--- config.mk ---
export PLATFORM = sky130hd
export DESIGN_NAME = cp0_intc
export DESIGN_NICKNAME = d
export VERILOG_FILES = /design/src/rtl/cp0_intc.sv
export SDC_FILE = /design/constraint.sdc
export NUM_CORES = 1
export LEC_CHECK = 0
export BUFFER_PORTS_ARGS = -buffer_cell sky130_fd_sc_hd__buf_2
export CAP_MARGIN = 20
export CORE_ASPECT_RATIO = 1.1
export CORE_MARGIN = 5
export CORE_UTILIZATION = 45
export DETAILED_ROUTE_END_ITERATION = 16
export PLACE_DENSITY = 0.81
export SETUP_SLACK_MARGIN = 0.1
export SYNTH_ARGS = -nofsm -noshare
export SYNTH_HDL_FRONTEND = slang
export SYNTH_SLANG_ARGS = --single-unit
--- constraint.sdc ---
create_clock -name clk -period 3.7 [get_ports clk]
set_input_delay 0.185 -clock clk [delete_from_list [all_inputs] [get_ports clk]]
set_output_delay 0.185 -clock clk [all_outputs]
set_load 0.02 [all_outputs]
--- src/rtl/cp0_intc.sv ---
// cp0_intc: coprocessor-0 interrupt controller for the single-cycle MIPS core.
// Holds SR (IM/EXL/IE), Cause (IP), EPC and PRId. It synchronises six
// external interrupt lines and raises int_req to the next-PC unit.
module cp0_intc #(
  parameter logic [31:0] PRID = 32'h0000_3000
) (
  input  logic        clk,
  input  logic        rst_n,
  input  logic [5:0]  hw_int,
  input  logic [31:0] pc_next,
  input  logic [4:0]  cp0_addr,
  input  logic        cp0_we,
  input  logic [31:0] cp0_wdata,
  input  logic        eret,
  output logic [31:0] cp0_rdata,
  output logic        int_req,
  output logic [31:0] epc
);

  localparam logic [4:0] ADDR_SR    = 5'd12;
  localparam logic [4:0] ADDR_CAUSE = 5'd13;
  localparam logic [4:0] ADDR_EPC   = 5'd14;
  localparam logic [4:0] ADDR_PRID  = 5'd15;

  // The exception-level bit is the state of a two-state machine.
  typedef enum logic {
    NORMAL  = 1'b0,
    HANDLER = 1'b1
  } state_t;

  state_t      state_q, state_d;
  logic [5:0]  sync1_q, sync1_d;
  logic [5:0]  ip_q,    ip_d;
  logic [5:0]  im_q,    im_d;
  logic        ie_q,    ie_d;
  logic [31:0] epc_q,   epc_d;
  logic        exl_s;

  // The low PC bits are never stored: EPC is word aligned.
  logic        unused_pc_bits;
  assign unused_pc_bits = ^pc_next[1:0];

  assign exl_s = (state_q == HANDLER);

  // Interrupt decision from registered state only.
  always_comb begin
    int_req = ((|(ip_q & im_q)) & ie_q & ~exl_s);
  end

  // Next-state: entry beats MTC0; ERET clears EXL after any SR write.
  always_comb begin
    state_d = state_q;
    im_d    = im_q;
    ie_d    = ie_q;
    epc_d   = epc_q;
    sync1_d = hw_int;
    ip_d    = sync1_q;
    if (int_req) begin
      epc_d   = {pc_next[31:2], 2'b00};
      state_d = HANDLER;
    end else begin
      if (cp0_we) begin
        case (cp0_addr)
          ADDR_SR: begin
            im_d    = cp0_wdata[15:10];
            ie_d    = cp0_wdata[0];
            state_d = cp0_wdata[1] ? HANDLER : NORMAL;
          end
          ADDR_EPC: begin
            epc_d = {cp0_wdata[31:2], 2'b00};
          end
          default: begin
            epc_d = epc_q;
          end
        endcase
      end else begin
        epc_d = epc_q;
      end
      if (eret) begin
        state_d = NORMAL;
      end else begin
        ie_d = ie_d;
      end
    end
  end

  // State registers with synchronous active-low reset.
  always_ff @(posedge clk) begin
    if (!rst_n) begin
      state_q <= NORMAL;
      sync1_q <= 6'd0;
      ip_q    <= 6'd0;
      im_q    <= 6'd0;
      ie_q    <= 1'b0;
      epc_q   <= 32'd0;
    end else begin
      state_q <= state_d;
      sync1_q <= sync1_d;
      ip_q    <= ip_d;
      im_q    <= im_d;
      ie_q    <= ie_d;
      epc_q   <= epc_d;
    end
  end

  // MFC0 read mux, combinational on the address, no write-through.
  always_comb begin
    case (cp0_addr)
      ADDR_SR:    cp0_rdata = {16'h0000, im_q, 8'h00, exl_s, ie_q};
      ADDR_CAUSE: cp0_rdata = {16'h0000, ip_q, 10'h000};
      ADDR_EPC:   cp0_rdata = epc_q;
      ADDR_PRID:  cp0_rdata = PRID;
      default:    cp0_rdata = 32'h0000_0000;
    endcase
  end

  assign epc = epc_q;

endmodule

==> impl_metrics.py <==
metrics = {
    "global_route": {
        "antenna_found_initial": 0,
        "grt_usage": 0.195,
        "grt_max_degree": 51,
        "grt_overflow": 0,
        "grt_first_pass_wirelength_mm": 10.9,
        "grt_pass1_vias": 2382,
    },
    "place": {
        "dp_hpwl_mm": 4.96,
        "gp_congestion": 0.801,
        "placedCellCount": 490,
        "io_buffers": 139,
    },
    "yosys": {
        "synth_top_family_by_area": "simple AND/OR/NAND/NOR gates",
        "ys_ff_latch": 50,
        "synth.area.top_cells": "dfxtp_1 (42%), nand2_1 (9.5%), a31oi_1 (7.8%)",
        "synthCells": 300,
        "synth_largest_area_cell": "dfxtp_1",
        "synth_mux_area_frac": 0.0260,
        "synth-edff-count": 0,
        "synth_fa_ha_area_frac": 0,
        "async_flop_share": 0,
        "syn_avg_cell_area_sq_um": 8.01,
        "synth_ff_type": "dfxtp_1",
        "synthSimpleGateAreaFrac": 0.269,
        "synth_compound_area_frac": 0.213,
        "post-synth-top-count-cell": "nand2_1",
        "synth_area_sq_um": 2400,
        "synth_top_area_frac": 0.417,
        "ys_seq_area_frac": 0.417,
        "synth_xor_area_frac": 0,
        "netlist_top_cells_count": "nand2_1 (61), dfxtp_1 (50), o21ai_0 (37), a31oi_1 (30), and3_1 (21)",
        "yosys_warnings": 0,
        "yosys.cell_types.count": 32,
    },
    "hold_path": {
        "min_path_cells": 2,
        "hp-class": "in2reg",
        "hold_path_end": "ip_d[2]",
        "hp-start": "hw_int[2]",
    },
    "timing": {
        "tightest_slew_ns": 0.718,
        "setup_violations": 0,
        "fmax_mhz": 486,
        "fin_worst_skew_ns": 0.00908,
        "slew_violations": 0,
        "min_period_ns": 2.06,
        "period_share": 0.556,
        "tns_ns": 0,
        "hold_viol_final": 0,
        "relSlewSlack": 0.521,
        "rsz0062_at_grt": "no",
    },
    "worst_setup_path": {
        "slowest_stage": "dfxtp_1",
        "timing.rr.end": "exl_s",
        "r2r-start": "ip_q[2]",
        "critical_path.max_stage_delay_ns": 0.32,
        "path_class": "reg2out",
        "path_cells": "a22o_1 > o31ai_4 > buf_4 > inv_1 > buf_2",
        "r2r_slack_ns": 1.90,
        "arrival_ns": 1.87,
        "worst_ep_required_time_ns": 3.51,
        "critPathCaptureType": "output pin",
        "rr_worst_depth": 5,
        "cp_max_fo": 29,
        "critPathBufInv": 3,
        "crit_family": "buffers and inverters",
        "startpoint_type": "flip-flop",
    },
    "die": {
        "rows": 28,
        "num_io_pins": 144,
        "coreArea_sq_um": 5290,
        "dieHeight_um": 86.6,
        "initial_core_util": 0.454,
        "die-width_um": 79.7,
        "dieArea_sq_um": 6900,
    },
    "layout": {
        "area_delta_synth_final_pct": 33.0,
        "fin_nets": 501,
        "layout-drive-gt1-share": 0.378,
        "diodes": 0,
        "stdcell_count": 498,
    },
    "power": {
        "pwr_density_cell_nw_per_um2": 348,
        "leakage_uw": 0.00156,
        "vdd_ir_drop_max_v": 0.000260,
    },
    "clocking": {
        "cts.sinks": 50,
        "hold_buffers": 0,
        "insertion_delay_ns": 0.30,
        "post_cts_resized": 0,
        "clk_pin_slew_ns": 0.08,
        "cts_tree": "done",
        "cts_buffer_depth": 2,
        "h-tree-depth": 2,
        "clockRootBuffer": "clkbuf_8",
        "cts_buffers": 5,
        "post_cts_buffers": 0,
    },
    "routing": {
        "vias": 2568,
        "routedWlPerCell_um": 13.8,
        "via_per_inst": 5.16,
        "drt-pass1-iter-count": 4,
        "routed_wirelength_mm": 6.89,
        "antenna_left": 0,
        "drt_iter0_markers": 114,
        "drc": 0,
    },
    "outcome": {
        "status": "finished clean",
    },
    "run": {
        "cap_violations": 0,
    },
}
-- worst register-to-register path: stages, from the launching register on --
cell and delay (ns):
dfxtp_1 0.32, a22o_1 0.26, o31ai_4 0.26, buf_4 0.31, inv_1 0.21, o31a_1 0.33
-- state kept, by name, indices dropped and copies added, names as in the netlist --
register  flops
epc          30
exl_s         1
ie_q          1
im_q          6
ip_d          6
ip_q          6
-- power breakdown --
group / switching [uW] / total [uW] / internal (uW)
clock: 178 / 466 / 288
combinational: 48.4 / 95.1 / 46.6
sequential: 3.96 / 551 / 547
total: 230 / 1110 / 882
-- worst max-delay path by stage --
stage,startpoint,to,slack [ns],cells after the start
after floorplan,ip_q[2],exl_s,2.25,4
after global placement,cp0_addr[0],epc[30],1.52,7
after detailed placement,cp0_addr[0],epc[2],1.48,7
after CTS,ip_q[2],int_req,1.62,5
after global routing,ip_q[2],int_req,1.53,5
final,ip_q[2],int_req,1.64,5
-- metrics by stage --
step	hold WS [ns]	setup WS [ns]	area, sq um	utilization	power (uW)
after floorplan	0.312	2.25	2410	-	611
after global placement	0.390	1.52	3050	0.577	656
after detailed placement	0.394	1.48	3050	0.577	658
after CTS	0.0782	1.62	3190	0.604	1120
after global routing	0.0752	1.53	3190	0.604	1160
final	0.0873	1.64	3190	0.604	1110
-- kinds of logic (layout without fill, tap and decap cells) --
kind of cell | after synthesis | in the layout
simple gates | 128 | 128
buf+inv | 30 | 152
compound gates | 85 | 85
flops | 50 | 50
mux | 6 | 6
other cells | 1 | 2
-- area by class of cell --
type	count	area (sq um)
fill	464	2100
multi-input combinational	221	1230
clock buffer	6	82.6
inverter	1	3.75
sequential	50	1000
timing repair buffer	143	726
clock inverter	2	60.1
tap	75	93.8
-- layout by cell type (no fill, tap or decap), drive strengths merged --
| cell | synthesis | layout |
|---|---|---|
| a21boi | 6 | 6 |
| a21oi | 5 | 5 |
| a22o | 3 | 3 |
| a31oi | 30 | 30 |
| and2 | 15 | 15 |
| and3 | 25 | 25 |
| buf | 15 | 143 |
| bufinv | 0 | 2 |
| clkbuf | 14 | 6 |
| conb | 1 | 2 |
| dfxtp | 50 | 50 |
| inv | 1 | 1 |
| mux2 | 2 | 2 |
| mux2i | 4 | 4 |
| nand2 | 61 | 61 |
| nand3 | 7 | 7 |
| nand3b | 1 | 1 |
| nor2 | 11 | 11 |
| nor2b | 3 | 3 |
| nor3 | 1 | 1 |
| nor3b | 2 | 2 |
| nor4bb | 1 | 1 |
| o21ai | 37 | 37 |
| o22ai | 2 | 2 |
| o31a | 1 | 1 |
| o31ai | 1 | 1 |
| or2b | 1 | 1 |
-- per-layer routing --
layer / GRT usage / vias to the layer above / wire, um
met5: 0 / - / 0
met4: 0.0516 / 0 / 70
met3: 0.0499 / 8 / 559
met2: 0.350 / 93 / 3450
met1: 0.228 / 1182 / 2810
li1: - / 1285 / -
Note: power is estimated with default switching activity, not from simulation.
